==> config.mk <==
export PLATFORM = sky130hd
export DESIGN_NAME = block_drawer
export DESIGN_NICKNAME = d
export VERILOG_FILES = /design/src/rtl/block_drawer.sv
export SDC_FILE = /design/constraint.sdc
export NUM_CORES = 1
export LEC_CHECK = 0
export CORE_UTILIZATION = 35
export CTS_CLUSTER_SIZE = 8
export DETAILED_ROUTE_END_ITERATION = 10
export PLACE_DENSITY = 0.57
export RECOVER_POWER = 100
export SLEW_MARGIN = 20
export SYNTH_ARGS = -nofsm -noshare
export SYNTH_HDL_FRONTEND = slang
export SYNTH_SLANG_ARGS = --single-unit
export TNS_END_PERCENT = 50
==> constraint.sdc <==
create_clock -name clock -period 3.5 [get_ports clock]
set_clock_uncertainty 0.2 [all_clocks]
set_input_delay 0.7 -clock clock [delete_from_list [all_inputs] [get_ports clock]]
set_output_delay 0.7 -clock clock [all_outputs]
set_load 0.02 [all_outputs]
==> src/rtl/block_drawer.sv <==
// Scrolling obstacle drawer on the shape-select bus.
// Emits the block rectangle plus a black trailing erase strip, one pixel per cycle.
module block_drawer #(
    parameter int           SCREEN_W = 160,
    parameter int           START_X  = 159,
    parameter int           WRAP_X   = 159,
    parameter int           Y_POS    = 100,
    parameter int           W        = 8,
    parameter int           H        = 8,
    parameter int           STEP     = 1,
    parameter logic [2:0]   COLOUR   = 3'b111
) (
    input  logic        clock,
    input  logic        resetn,
    input  logic        draw_start,
    input  logic        update_screen,
    output logic        draw_done,
    output logic [10:0] send_x,
    output logic [10:0] send_y,
    output logic [2:0]  send_colour,
    output logic        plot
);

    localparam logic [1:0] S_IDLE = 2'd0;
    localparam logic [1:0] S_DRAW = 2'd1;
    localparam logic [1:0] S_DONE = 2'd2;

    localparam logic [6:0] COL_LAST = 7'(W + STEP - 1);
    localparam logic [5:0] ROW_LAST = 6'(H - 1);
    localparam logic [6:0] COL_W    = 7'(W);

    logic [1:0]  state_q, state_d;
    logic [10:0] x_pos_q, x_pos_d;
    logic [6:0]  col_q, col_d;
    logic [5:0]  row_q, row_d;
    logic        move_pending_q, move_pending_d;
    logic        draw_done_q, draw_done_d;
    logic        plot_q, plot_d;
    logic [10:0] send_x_q, send_x_d;
    logic [10:0] send_y_q, send_y_d;
    logic [2:0]  send_colour_q, send_colour_d;

    // Next-state: scroll only in IDLE, walk the pixel raster in DRAW, handshake in DONE.
    always_comb begin
        state_d        = state_q;
        x_pos_d        = x_pos_q;
        col_d          = col_q;
        row_d          = row_q;
        move_pending_d = move_pending_q | update_screen;
        draw_done_d    = 1'b0;
        plot_d         = 1'b0;
        send_x_d       = send_x_q;
        send_y_d       = send_y_q;
        send_colour_d  = send_colour_q;

        case (state_q)
            S_IDLE: begin
                if (move_pending_q | update_screen) begin
                    // A pending move beats a draw request so each run sees a settled x.
                    x_pos_d        = (x_pos_q < 11'(STEP)) ? 11'(WRAP_X)
                                                           : x_pos_q - 11'(STEP);
                    move_pending_d = 1'b0;
                end else if (draw_start) begin
                    state_d = S_DRAW;
                    col_d   = '0;
                    row_d   = '0;
                end
            end
            S_DRAW: begin
                if (!draw_start) begin
                    state_d = S_IDLE;
                    col_d   = '0;
                    row_d   = '0;
                end else begin
                    send_x_d      = x_pos_q + 11'(col_q);
                    send_y_d      = 11'(Y_POS) + 11'(row_q);
                    send_colour_d = (col_q < COL_W) ? COLOUR : 3'b000;
                    // 12-bit compare so x_pos+col never wraps into the visible range.
                    plot_d        = ({1'b0, x_pos_q} + 12'(col_q)) < 12'(SCREEN_W);
                    if (col_q == COL_LAST) begin
                        col_d = '0;
                        if (row_q == ROW_LAST) begin
                            row_d   = '0;
                            state_d = S_DONE;
                        end else begin
                            row_d = row_q + 6'd1;
                        end
                    end else begin
                        col_d = col_q + 7'd1;
                    end
                end
            end
            S_DONE: begin
                if (draw_start) begin
                    draw_done_d = 1'b1;
                end else begin
                    state_d = S_IDLE;
                end
            end
            default: begin
                state_d = S_IDLE;
            end
        endcase
    end

    // State and registered outputs, synchronous active-low reset.
    always_ff @(posedge clock) begin
        if (!resetn) begin
            state_q        <= S_IDLE;
            x_pos_q        <= 11'(START_X);
            col_q          <= '0;
            row_q          <= '0;
            move_pending_q <= 1'b0;
            draw_done_q    <= 1'b0;
            plot_q         <= 1'b0;
            send_x_q       <= 11'(START_X);
            send_y_q       <= 11'(Y_POS);
            send_colour_q  <= 3'b000;
        end else begin
            state_q        <= state_d;
            x_pos_q        <= x_pos_d;
            col_q          <= col_d;
            row_q          <= row_d;
            move_pending_q <= move_pending_d;
            draw_done_q    <= draw_done_d;
            plot_q         <= plot_d;
            send_x_q       <= send_x_d;
            send_y_q       <= send_y_d;
            send_colour_q  <= send_colour_d;
        end
    end

    assign draw_done   = draw_done_q;
    assign plot        = plot_q;
    assign send_x      = send_x_q;
    assign send_y      = send_y_q;
    assign send_colour = send_colour_q;

endmodule

==> summary.txt <==
Detailed routing
  • Antenna Nets Post-Route: 0
  • Final WL: 5220 um
  • Routed wire length per instance: 12.7 um
  • Initial DRC count: 99
  • Vias per Instance: 4.94
  • Via count: 2035
  • DRC violations left: 0
  • DRT Pass-1 Iters: 4

STA
  • Fmax: 337 MHz
  • Final worst-path cycle share: 84.8%
  • Worst Max-Slew Pin Slew: 993 ps
  • Rel. slew slack: 33.8%
  • Final min period: 2970 ps
  • RSZ-0062 raised after global routing: false
  • Slew Viols, Final: 0
  • Final Setup Violations: 0
  • Final Worst Setup Slack: 531 ps
  • Final Hold Viols: 0
  • Setup_tns: 0 ps

Finish
  • Layout area overhead: 14.8%
  • Layout cell share with drive strength beyond 1: 4.11%
  • Antenna cells: 0
  • Nets: 333
  • Layout Cells excl Fill: 412
  • Design area: 2930 um2

Floorplanning
  • Initial Util: 36.9%
  • Die Span X: 87.4 um
  • Die height: 87.4 um
  • Io pins: 31
  • Die area: 7630 um2
  • Core Area: 6910 um2
  • Rows: 30

CTS
  • Post-CTS setup buffer count: 0
  • Clock sink total: 49
  • Clock Tree Root: clkbuf_8
  • Post-CTS sizing: 0
  • Worst-skew pair later-pin latency: 300 ps
  • Post-CTS Hold Buffers: 0
  • Clk buf depth: 2
  • Clk pin slew, worst setup/hold paths: 90 ps
  • CTS buffer count: 5
  • CTS tree: done
  • H-tree depth: 2

Logic synthesis
  • Register area share after synthesis: 38.5%
  • Share of the synthesized area in the top cell type: 38.5%
  • Synth top area cells: dfxtp_1, nand2_1, ha_1
  • Mean Syn Cell Area: 8.62 um2
  • Synthesized instance count: 296
  • Post-synth EDFFs: 0
  • Synthesized area: 2550 um2
  • FFs w/ async S/R, synth: 0%
  • Warnings from Yosys: 0
  • Synth Flop Type: dfxtp_1
  • Synth area leader: dfxtp_1
  • FF+latch count, synth: 49
  • Cell variety after synth: 52

Setup path
  • Worst EP required: 3450 ps
  • Critical Path AT: 2920 ps
  • Setup CP Type: in2reg
  • R2r setup slk: 680 ps
  • Crit path max fanout: 6
  • Slowest CP cell: o41ai_1
  • Crit path cell chain: dlygate4sd3_1, or2_2, nand3_1, or4_1, o41ai_1, a21oi_1
  • CP startpoint kind: input pin
  • CP peak stage delay: 810 ps
  • Worst setup EP type: register

Hold path
  • Hold Path Class: reg2reg

Global routing
  • Initial antenna violation count: 0
  • First-pass GRT wire length: 8920 um
  • Largest net degree at the start of global routing: 25
  • All-Layer GR Usage: 15.2%
  • Grt total ovfl: 0
  • Vias in the first global route: 1824

Placed design
  • Dpl ws: 629 ps
  • Area after DPL: 2880 um2
  • GPL Wtd Cong: 0.771
  • Post-DP HPWL: 3800 um
  • Dpl cells: 404
  • IO buf count: 27

Power
  • Worst vdd ir: 0.193 mV
  • Leak pwr: 1.27 nW
  • Power per cell area: 353 nW/um2

Job
  • Max-cap viol count: 0

Status
  • Status: finished clean
metal layers:
metal  global-route usage (%)  vias up  part of all wire (%)
li1                         -     1064                     -
met1                     21.5      935                    55
met2                     22.4       32                    41
met3                     2.84        4                   2.2
met4                     6.26        0                   1.1
met5                        0        -                     0
where the power goes:
part / switching, mW / leakage, nW / internal, mW
Clock: 0.187 / 0.0450 / 0.139
Combinational: 0.0736 / 0.825 / 0.0474
Sequential: 0.0133 / 0.398 / 0.573
cell usage after synthesis, types with 3 or more instances:
master,count
a21boi_0,4
a21oi_1,6
and3_1,3
inv_1,9
nor3_1,7
a211oi_1,3
o21ai_0,14
dfxtp_1,49
nor4_1,3
nand3_1,10
and2_1,6
xor2_1,15
clkbuf_1,13
nor2_1,21
o211ai_1,7
ha_1,13
xnor2_1,13
nand2_1,44
o211a_1,6
nand4_1,6
or3_1,3
or2_2,3
buf_4,5
cell families after synthesis:
kind of cell | share of synthesized area [%]
simple gates | 22.6
xor+xnor | 9.61
compound gates | 16.6
fa+ha+maj | 7.16
mux | 0.392
buf+inv | 5.10
other cells | 0.147
flops | 38.5
critical path: cells and delay by family:
family          cells  cell delay, ps
compound gates      2             910
buf+inv             1             540
simple gates        3             780
path summary, 6_finish.rpt:
path                               start                 endpoint  depth (start not counted)
hold reg to reg   send_x[5]$_SDFFE_PN0P_   send_x[5]$_SDFFE_PN0P_                          2
hold / removal    send_x[5]$_SDFFE_PN0P_   send_x[5]$_SDFFE_PN0P_                          2
setup reg to reg   col_q[0]$_SDFFE_PN0P_          plot$_SDFF_PN0_                          8
setup / recovery           update_screen  x_pos_q[9]$_SDFFE_PN0P_                          6
registers in the layout, indices dropped and copies added (netlist names):
name,flops
send_x,11
x_pos_q,11
send_y,8
col_q,7
row_q,6
state_q,2
draw_done,1
move_pending_q,1
plot,1
send_colour,1
cell type report:
class	instances	area, um2
Sequential cell	49	981
Tap cell	96	120
Timing Repair Buffer	30	285
Clock buffer	6	72.6
Inverter	9	33.8
Clock inverter	2	10.0
Fill cell	746	3980
Multi-Input combinational cell	220	1430
metrics by stage:
| stage | power (mW) | util, % | hold slack, ps |
|---|---|---|---|
| after floorplan | 0.686 | - | 272 |
| after global placement | 0.728 | 41.7 | 253 |
| after detailed placement | 0.730 | 41.7 | 258 |
| after CTS | 1.06 | 42.9 | 269 |
| after global routing | 1.09 | 42.4 | 279 |
| final | 1.03 | 42.4 | 263 |
cells in the final DEF (no fill, tap or decap), drive strengths merged, types with 8 or more instances in the layout:
master / n
ha: 13
xnor2: 13
nand2: 44
inv: 9
nor2: 22
xor2: 15
clkbuf: 8
nand3: 10
o21ai: 14
dlygate4sd3: 27
dfxtp: 49
No activity file was read; power rests on OpenSTA's default activity.
